[config.mk]
export PLATFORM = sky130hd
export DESIGN_NAME = serdes_var
export DESIGN_NICKNAME = d
export VERILOG_FILES = /design/src/rtl/serdes_var.sv
export SDC_FILE = /design/constraint.sdc
export NUM_CORES = 1
export LEC_CHECK = 0
export ABC_AREA = 0
export CORE_AREA = 2 2 253 255
export CTS_BUF_LIST = sky130_fd_sc_hd__clkbuf_8
export DETAILED_ROUTE_END_ITERATION = 16
export DIE_AREA = 0 0 255 257
export SLEW_MARGIN = 20
export SYNTH_ARGS = -nofsm -noshare
export SYNTH_HDL_FRONTEND = slang
export SYNTH_SLANG_ARGS = --single-unit
[constraint.sdc]
create_clock -name clk -period 27.6 [get_ports clk]
set_input_delay 5.52 -clock clk [delete_from_list [all_inputs] [get_ports clk]]
set_output_delay 5.52 -clock clk [all_outputs]
set_load 0.01 [all_outputs]
[src/rtl/serdes_var.sv]
// serdes_var: variable-length serialiser/deserialiser with an internal N-slot
// word buffer. One command moves 0..N words and can serialise, deserialise, or
// both at once. The first word may move in the same cycle the command is accepted.
// Optional parallel load/readback port: define SERDES_VAR_PAR_EN to enable it.
// When the macro is undefined, par_load/par_in are ignored and par_out is tied to 0.
module serdes_var #(
  parameter int W  = 64,
  parameter int N  = 4,
  parameter int CW = $clog2(N + 1)
) (
  input  logic            clk,
  input  logic            rst,
  input  logic            cmd_startDes,
  input  logic            cmd_startSer,
  input  logic [CW-1:0]   cmd_numWords,
  output logic            cmd_canReceive,
  input  logic [W-1:0]    des,
  input  logic            des_isReady,
  output logic            des_canReceive,
  output logic            des_isLast,
  output logic [W-1:0]    ser,
  output logic            ser_isReady,
  input  logic            ser_canReceive,
  output logic            ser_isLast,
  input  logic            par_load,
  input  logic [N*W-1:0]  par_in,
  output logic [N*W-1:0]  par_out
);

  // Buffer storage and command state
  logic [W-1:0]  r_buf [N];
  logic [CW-1:0] r_remaining;
  logic [CW-1:0] r_k;
  logic          r_is_ser;
  logic          r_is_des;

  // Effective (accept-cycle aware) command view
  logic          w_idle;
  logic          w_accept;
  logic [CW-1:0] w_k_req;
  logic [CW-1:0] w_k;
  logic [CW-1:0] w_rem;
  logic          w_is_ser;
  logic          w_is_des;
  logic          w_active;
  logic          w_xfer;
  logic          w_last;
  logic [31:0]   w_k32;

  // Buffer next-state helpers
  logic [W-1:0]  w_up      [N];
  logic [W-1:0]  w_buf_nxt [N];

  // Command decode: a fresh command takes effect combinationally in its accept cycle
  always_comb begin
    w_idle   = (r_remaining == {CW{1'b0}});
    // Reset masks the accept path so outputs fall to reset values immediately.
    w_accept = w_idle & (cmd_startSer | cmd_startDes) & ~rst;

    if (32'(cmd_numWords) > 32'(N)) begin
      w_k_req = CW'(N);
    end else begin
      w_k_req = cmd_numWords;
    end

    if (w_accept) begin
      w_is_ser = cmd_startSer;
      w_is_des = cmd_startDes;
      w_k      = w_k_req;
      w_rem    = w_k_req;
    end else begin
      w_is_ser = r_is_ser;
      w_is_des = r_is_des;
      w_k      = r_k;
      w_rem    = r_remaining;
    end

    w_k32    = 32'(w_k);
    w_active = (w_rem != {CW{1'b0}});
    w_xfer   = w_active
             & (w_is_des ? des_isReady    : 1'b1)
             & (w_is_ser ? ser_canReceive : 1'b1);
    w_last   = w_xfer & (w_rem == CW'(1));
  end

  // Window shift: slot j takes slot j+1 below k-1; slot k-1 takes des or wraps slot 0
  always_comb begin
    for (int j = 0; j < N; j++) begin
      w_up[j] = r_buf[j];
    end
    for (int j = 0; j < N - 1; j++) begin
      w_up[j] = r_buf[j + 1];
    end
    for (int j = 0; j < N; j++) begin
      if (w_xfer) begin
        if ((32'(j) + 32'd1) < w_k32) begin
          w_buf_nxt[j] = w_up[j];
        end else if ((32'(j) + 32'd1) == w_k32) begin
          w_buf_nxt[j] = w_is_des ? des : r_buf[0];
        end else begin
          w_buf_nxt[j] = r_buf[j];
        end
      end else begin
        w_buf_nxt[j] = r_buf[j];
      end
    end
  end

  // Command state: latch mode and clamped count on accept, count down on each transfer
  always_ff @(posedge clk or posedge rst) begin
    if (rst) begin
      r_remaining <= {CW{1'b0}};
      r_k         <= {CW{1'b0}};
      r_is_ser    <= 1'b0;
      r_is_des    <= 1'b0;
    end else begin
      if (w_accept) begin
        r_is_ser <= cmd_startSer;
        r_is_des <= cmd_startDes;
        r_k      <= w_k_req;
      end
      if (w_xfer) begin
        r_remaining <= w_rem - CW'(1);
      end else begin
        r_remaining <= w_rem;
      end
    end
  end

`ifdef SERDES_VAR_PAR_EN
  logic w_par_take;

  // A parallel load only lands when idle and no command claims the same cycle
  assign w_par_take = par_load & w_idle & ~w_accept;

  // Buffer slots: parallel load when idle, otherwise the transfer window update
  always_ff @(posedge clk or posedge rst) begin
    if (rst) begin
      for (int j = 0; j < N; j++) begin
        r_buf[j] <= {W{1'b0}};
      end
    end else if (w_par_take) begin
      for (int j = 0; j < N; j++) begin
        r_buf[j] <= par_in[j*W +: W];
      end
    end else begin
      for (int j = 0; j < N; j++) begin
        r_buf[j] <= w_buf_nxt[j];
      end
    end
  end

  // Parallel readback of every slot, slot j at bits [j*W +: W]
  always_comb begin
    par_out = {(N*W){1'b0}};
    for (int j = 0; j < N; j++) begin
      par_out[j*W +: W] = r_buf[j];
    end
  end
`else
  logic w_unused_par;

  // Parallel port is absent: inputs are only sunk, readback is constant zero
  assign w_unused_par = ^{par_load, par_in};
  assign par_out      = {(N*W){1'b0}};

  // Buffer slots: reachable only through the ser/des window update
  always_ff @(posedge clk or posedge rst) begin
    if (rst) begin
      for (int j = 0; j < N; j++) begin
        r_buf[j] <= {W{1'b0}};
      end
    end else begin
      for (int j = 0; j < N; j++) begin
        r_buf[j] <= w_buf_nxt[j];
      end
    end
  end
`endif

  // Handshake and status outputs
  assign cmd_canReceive = w_idle;
  assign des_canReceive = w_is_des & w_active & (w_is_ser ? ser_canReceive : 1'b1);
  assign ser_isReady    = w_is_ser & w_active & (w_is_des ? des_isReady : 1'b1);
  assign des_isLast     = w_last;
  assign ser_isLast     = w_last;
  assign ser            = r_buf[0];

endmodule

# == Word level (Yosys, flattened, before mapping) ==
# Index checks and enable logic that the tools add are counted.
# classes
n_reduce_logical,9
order_cmp,5
n_mux,15
n_eq_ne,5
bitwise_logic,12
n_addsub,1
# ops
cell,n
64-bit 2-to-1 mux,7
3-bit 2-to-1 mux,4
1-bit AND,9
2-bit by 3-bit == test with 1-bit output (first input constant),2
2-bit by 3-bit less-than comparator with 1-bit output (first input constant),2
2-bit AND reduction,3
2-bit nonzero test,3
1-bit 2-to-1 mux,4
1-bit by 3-bit == test with 1-bit output (first input constant),1
3-bit by 1-bit == test with 1-bit output (second input constant),1
3-bit == test (first input constant),1
3-bit > comparator (second input constant),1
3-bit logical NOT,1
1-bit by 3-bit less-than comparator with 1-bit output (first input constant),1
3-bit less-than comparator (first input constant),1
3-bit AND reduction,1
3-bit nonzero test,1
3-bit by 1-bit subtractor with 3-bit output (second input constant),1
1-bit inverter,2
1-bit OR,1
# word_totals
register_bits,264
in_bits,330
output_inout_bits,325
elab_cells,55

# == Depth between registers and ports, before layout ==
# logic_depth
word_depth,8
depth_mapped,14
ltp_nobuf,10

# == Worst setup path before layout ==
# Ideal clock, no wire load.
# synth_path
path_type,input to output
start,in rst
end,out ser_isLast
setup_slack_ns,14.304
arrival_ns,7.776
cell_stages,11
n_path_buf,3
path_cell_list,or3_1 -> buf_4 -> buf_6 -> nor2_1 -> a21oi_1 -> ha_1 -> ha_1 -> nor3_1 -> mux2i_4 -> nor2_1 -> buf_4
# synth_via
elab_chain_cells,7
word_cells_on_any_way,12
classes_between,eq/ne (1); mux (5); bitwise (5); reduce/logical (1)
# synth_rtl
element,line,text
from (decl),12,"input logic rst,"
1-bit inverter *,58,w_accept = w_idle & (cmd_startSer | cmd_startDes) & ~rst;
1-bit AND *,58,
3-bit 2-to-1 mux or 1-bit 2-to-1 mux (tied branches),66,if (w_accept) begin
3-bit nonzero test or 1-bit 2-to-1 mux (tied branches),"79, 81",
1-bit AND,81,& (w_is_des ? des_isReady : 1'b1)
1-bit AND,82,& (w_is_ser ? ser_canReceive : 1'b1);
1-bit AND *,83,w_last = w_xfer & (w_rem == CW'(1));
to (decl),24,"output logic ser_isLast,"
# Mark *: on every way between the ends. The rest lies on a longest branch, timed or not.

# == Worst setup path after layout ==
# Same ends and word-level chain as after synthesis.

==> Flow_metrics.wiki <==
{| class="wikitable"
! Metric !! Value
|-
| Initial Utilization || 0.2492
|-
| Net switching power figure || 1.015 mW
|-
| Vertical die dimension || 257 um
|-
| Final total negative setup slack || 0 ns
|-
| Switching share of power || 0.4496
|-
| Register-to-Register Setup Slack || 22.61 ns
|-
| Clk Tree Root Cell || sky130_fd_sc_hd__clkbuf_8
|-
| Synth Instances || 1594
|-
| Length in cells of the worst reg-to-reg path || 12
|-
| Number of optimization iterations in the first detailed-route pass || 5
|-
| Vias per cell || 4.456
|-
| Clock-pin slew on the worst setup and hold paths || 0.05 ns
|-
| Post-Synth Adder-Cell Area || 0.002401
|-
| Highest net fanout along the worst path || 13
|-
| Overall overflow remaining after global route || 0
|-
| Compound-Gate Fraction of Synth Area || 0.2271
|-
| Wire length of the first global-routing pass || 65450 um
|-
| Clock sink count || 264
|-
| Maximum level of the CTS H-tree || 2
|-
| # port buffers || 141
|-
| Clock network fraction of total power || 0.161
|-
| Floorplan die area || 65540 sq um
|-
| Share of layout cells above drive strength 1 || 0.1137
|-
| Minimum clock period after layout || 14.78 ns
|-
| Placer's final routability congestion estimate || 0.7488
|-
| RSZ-0062 raised after global routing || false
|-
| Leak Pwr || 8.045 nW
|-
| Portion of synthesized cell area occupied by the leading cell type || 0.4226
|-
| Number of max-slew violations in the final report || 0
|-
| Post-detail-place hpwl || 24520 um
|-
| Maximum ir drop on the vdd rail || 0.00009241 V
|-
| Most used standard cell by instance count after synthesis || sky130_fd_sc_hd__buf_4
|-
| Dominant delay contributor by cell family on the critical path || simple AND/OR/NAND/NOR gates
|-
| Origin of the critical flop-to-flop path || r_remaining[2]$_DFF_PP0_
|-
| Number of DRC violations after detailed-routing iteration 0 || 789
|-
| Routed wire length || 42460 um
|-
| Antenna-violating nets left || 0
|-
| Min-Delay Startpoint || r_buf[165]$_DFFE_PP0P_
|-
| Clock insertion delay at the later pin of the skew report || 0.59 ns
|-
| Largest net degree at the start of global routing || 119
|-
| Relative area change from synthesis to final layout || 9.141%
|-
| Proportion of synthesized chip area in sequential cells || 0.4226
|-
| Period utilisation layout || 0.5354
|-
| Quantity of gates resized following cts || 0
|-
| Setup violators final || 0
|-
| Dominant combinational cell family by area after synthesis || buffers and inverters
|-
| Cell breakdown of the critical path || clkdlybuf4s50_1 > or3_1 > nor2_1 > a21oi_1 > ha_1 > ha_1 > nor3_1 > mux2i_4 > nor2_1 > clkdlybuf4s50_1
|-
| Share of flip-flops with an asynchronous set or reset || 1.000
|-
| Antenna violations before repair || 4
|-
| Power Density || 132.4 nW/um^2
|-
| Internal Power || 1.243 mW
|-
| CTS hold repair buffers || 0
|-
| Hold Path Stages || 2
|-
| Detailed-route DRC error count || 0
|-
| Top cells by instance count after synthesis || 340 x sky130_fd_sc_hd__buf_4, 264 x sky130_fd_sc_hd__dfrtp_1, 133 x sky130_fd_sc_hd__inv_1
|-
| Main flop type after synthesis || sky130_fd_sc_hd__dfrtp_1
|-
| Worst Setup Start Kind || primary input
|-
| Buffers and inverters on the worst path || 2
|-
| Run status || complete, no violations
|-
| I/O pins || 655
|-
| Portion of netlist area occupied by mux cells || 0.04746
|-
| Min-delay worst type || flop to flop
|-
| Cell type contributing the most total cell area after synthesis || sky130_fd_sc_hd__dfrtp_1
|-
| Number of enable-type register cells in the synthesized netlist || 0
|-
| Crit path arrival time || 9.26 ns
|-
| Average wire length per cell after detail routing || 16.97 um
|-
| CTS Buf Count || 48
|-
| XOR/XNOR share of the synthesized area || 0.0005603
|-
| Clock tree from TritonCTS || built
|-
| Rel. slew slack || 0.3383
|-
| Die X || 255 um
|-
| Floorplan row count || 92
|-
| Share of power burned in combinational logic || 0.530
|-
| Number of maximum-capacitance constraint violations || 0
|-
| Area of the core || 62740 sq um
|-
| Number of global-route vias before repair || 11.26k
|-
| Cell types occupying the most area after synthesis || sky130_fd_sc_hd__dfrtp_1 42%, sky130_fd_sc_hd__buf_4 16%, sky130_fd_sc_hd__a221oi_2 8.8%
|-
| Detailed-route via count || 11.15k
|-
| Critical path type || primary input to output port
|-
| Avg Synthesized Cell Area || 9.807 sq um
|-
| Proportion of power drawn by flip-flops and latches || 0.309
|-
| Largest clock skew in the final design || 0.03385 ns
|-
| Placed Instances || 2424
|-
| Endpoint of the worst hold path || r_buf[165]$_DFFE_PP0P_
|-
| Count of different cell masters after synthesis || 39
|-
| R2r endpoint || r_buf[112]$_DFFE_PP0P_
|-
| Post-synthesis instance area || 15630 sq um
|-
| Post-route insts no fill || 2502
|-
| # Post-CTS Setup Buffers || 0
|-
| Critical Path Max Stage Delay || 0.73 ns
|-
| Setup crit end kind || output port
|-
| Area share of and/or/nand/nor cells after synthesis || 0.06963
|-
| Critical-path cell with the highest stage delay || sky130_fd_sc_hd__or3_1
|-
| GRT Util Overall || 0.1277
|-
| Flip-flop and latch count after synthesis || 264
|-
| Number of warnings reported in the yosys synthesis log || 0
|-
| Actual transition at the worst max-transition pin || 0.9925 ns
|-
| Final-report hold violation count || 0
|-
| Largest buffer count on any clock path || 3
|-
| Highest clock rate || 67.67 MHz
|-
| Critical Path RT || 22.08 ns
|-
| Fin nets || 1961
|}
## layer usage
layer,vias to the layer above,track usage,routed length (um)
li1,5048,-,-
met5,-,0,44
met3,74,0.03611,3390
met4,6,0.03769,895
met1,5561,0.1550,17730
met2,460,0.2181,20400
## cell families after synthesis
| kind of cell | count (synthesis) |
|---|---|
| xor+xnor | 1 |
| fa+ha+maj | 3 |
| buf+inv | 564 |
| simple gates | 232 |
| compound gates | 458 |
| flops | 264 |
| mux | 71 |
| other cells | 1 |
## tightest hold or removal path: cells and delay by family (launching register included)
kind	cells	cell delay (ns)
DFF	1	0.34
and+or+nand+nor	1	0.05
AOI/OAI and AO/OA	1	0.06
## how the worst max path moves through the flow
stage	depth (start not counted)	slack (ns)	startpoint	to
finish	10	12.82	rst	ser_isLast
global route	10	12.47	rst	ser_isLast
CTS	10	12.74	rst	ser_isLast
detailed placement	10	12.76	rst	ser_isLast
global placement	10	12.80	rst	ser_isLast
floorplan	11	14.30	rst	ser_isLast
## area by class of cell
cell class | count | area, sq um
clock inverter | 21 | 136.4
sequential | 264 | 6606
timing repair buffer | 160 | 1558
clock buffer | 55 | 757.0
antenna | 2 | 5.005
tap | 846 | 1059
multi-input combinational | 1021 | 6431
fill | 6546 | 45670
inverter | 133 | 509.2
## stage by stage
| step | hold WS [ns] | total power, mW | setup slack (ns) | util | instance area, sq um |
|---|---|---|---|---|---|
| 4_1_cts | 0.4884 | 2.285 | 12.74 | 0.2718 | 17050 |
| 3_5_place_dp | 0.4758 | 1.905 | 12.76 | 0.2576 | 16160 |
| 3_3_place_gp | 0.4681 | 1.862 | 12.80 | 0.2576 | 16160 |
| 6_report | 0.4813 | 2.258 | 12.82 | 0.2720 | 17060 |
| 5_1_grt | 0.5079 | 2.448 | 12.47 | 0.2719 | 17060 |
| 2_1_floorplan | 0.4505 | 1.654 | 14.30 | - | 16590 |
## power groups by stage
| stage | registers [mW] | clock network [mW] | logic, mW |
|---|---|---|---|
| detailed placement | 0.700 | 0 | 1.20 |
| finish | 0.698 | 0.363 | 1.20 |
| global placement | 0.693 | 0 | 1.17 |
| global route | 0.721 | 0.393 | 1.33 |
| CTS | 0.697 | 0.378 | 1.21 |
| floorplan | 0.670 | 0 | 0.984 |
## flip-flops by register name, indices dropped and copies added (netlist names)
name and cells:
r_buf 192, r_remaining 3, r_is_des 1, ser 64
r_is_ser 1, r_k 3
## cell usage in the layout (no fill, tap or decap), types with 18 or more instances in the layout
master                              n
sky130_fd_sc_hd__a211oi_1          64
sky130_fd_sc_hd__a21oi_1          131
sky130_fd_sc_hd__a221oi_1          36
sky130_fd_sc_hd__a221oi_2          92
sky130_fd_sc_hd__and3_1            64
sky130_fd_sc_hd__buf_4             18
sky130_fd_sc_hd__clkbuf_8          55
sky130_fd_sc_hd__clkdlybuf4s50_1  141
sky130_fd_sc_hd__conb_1           256
sky130_fd_sc_hd__dfrtp_1          264
sky130_fd_sc_hd__inv_1            146
sky130_fd_sc_hd__mux2i_1           66
sky130_fd_sc_hd__nand2_1           72
sky130_fd_sc_hd__nor2_1            74
sky130_fd_sc_hd__o21ai_0           65
sky130_fd_sc_hd__o21ai_1           63
No activity file was read; power rests on OpenSTA's default activity.
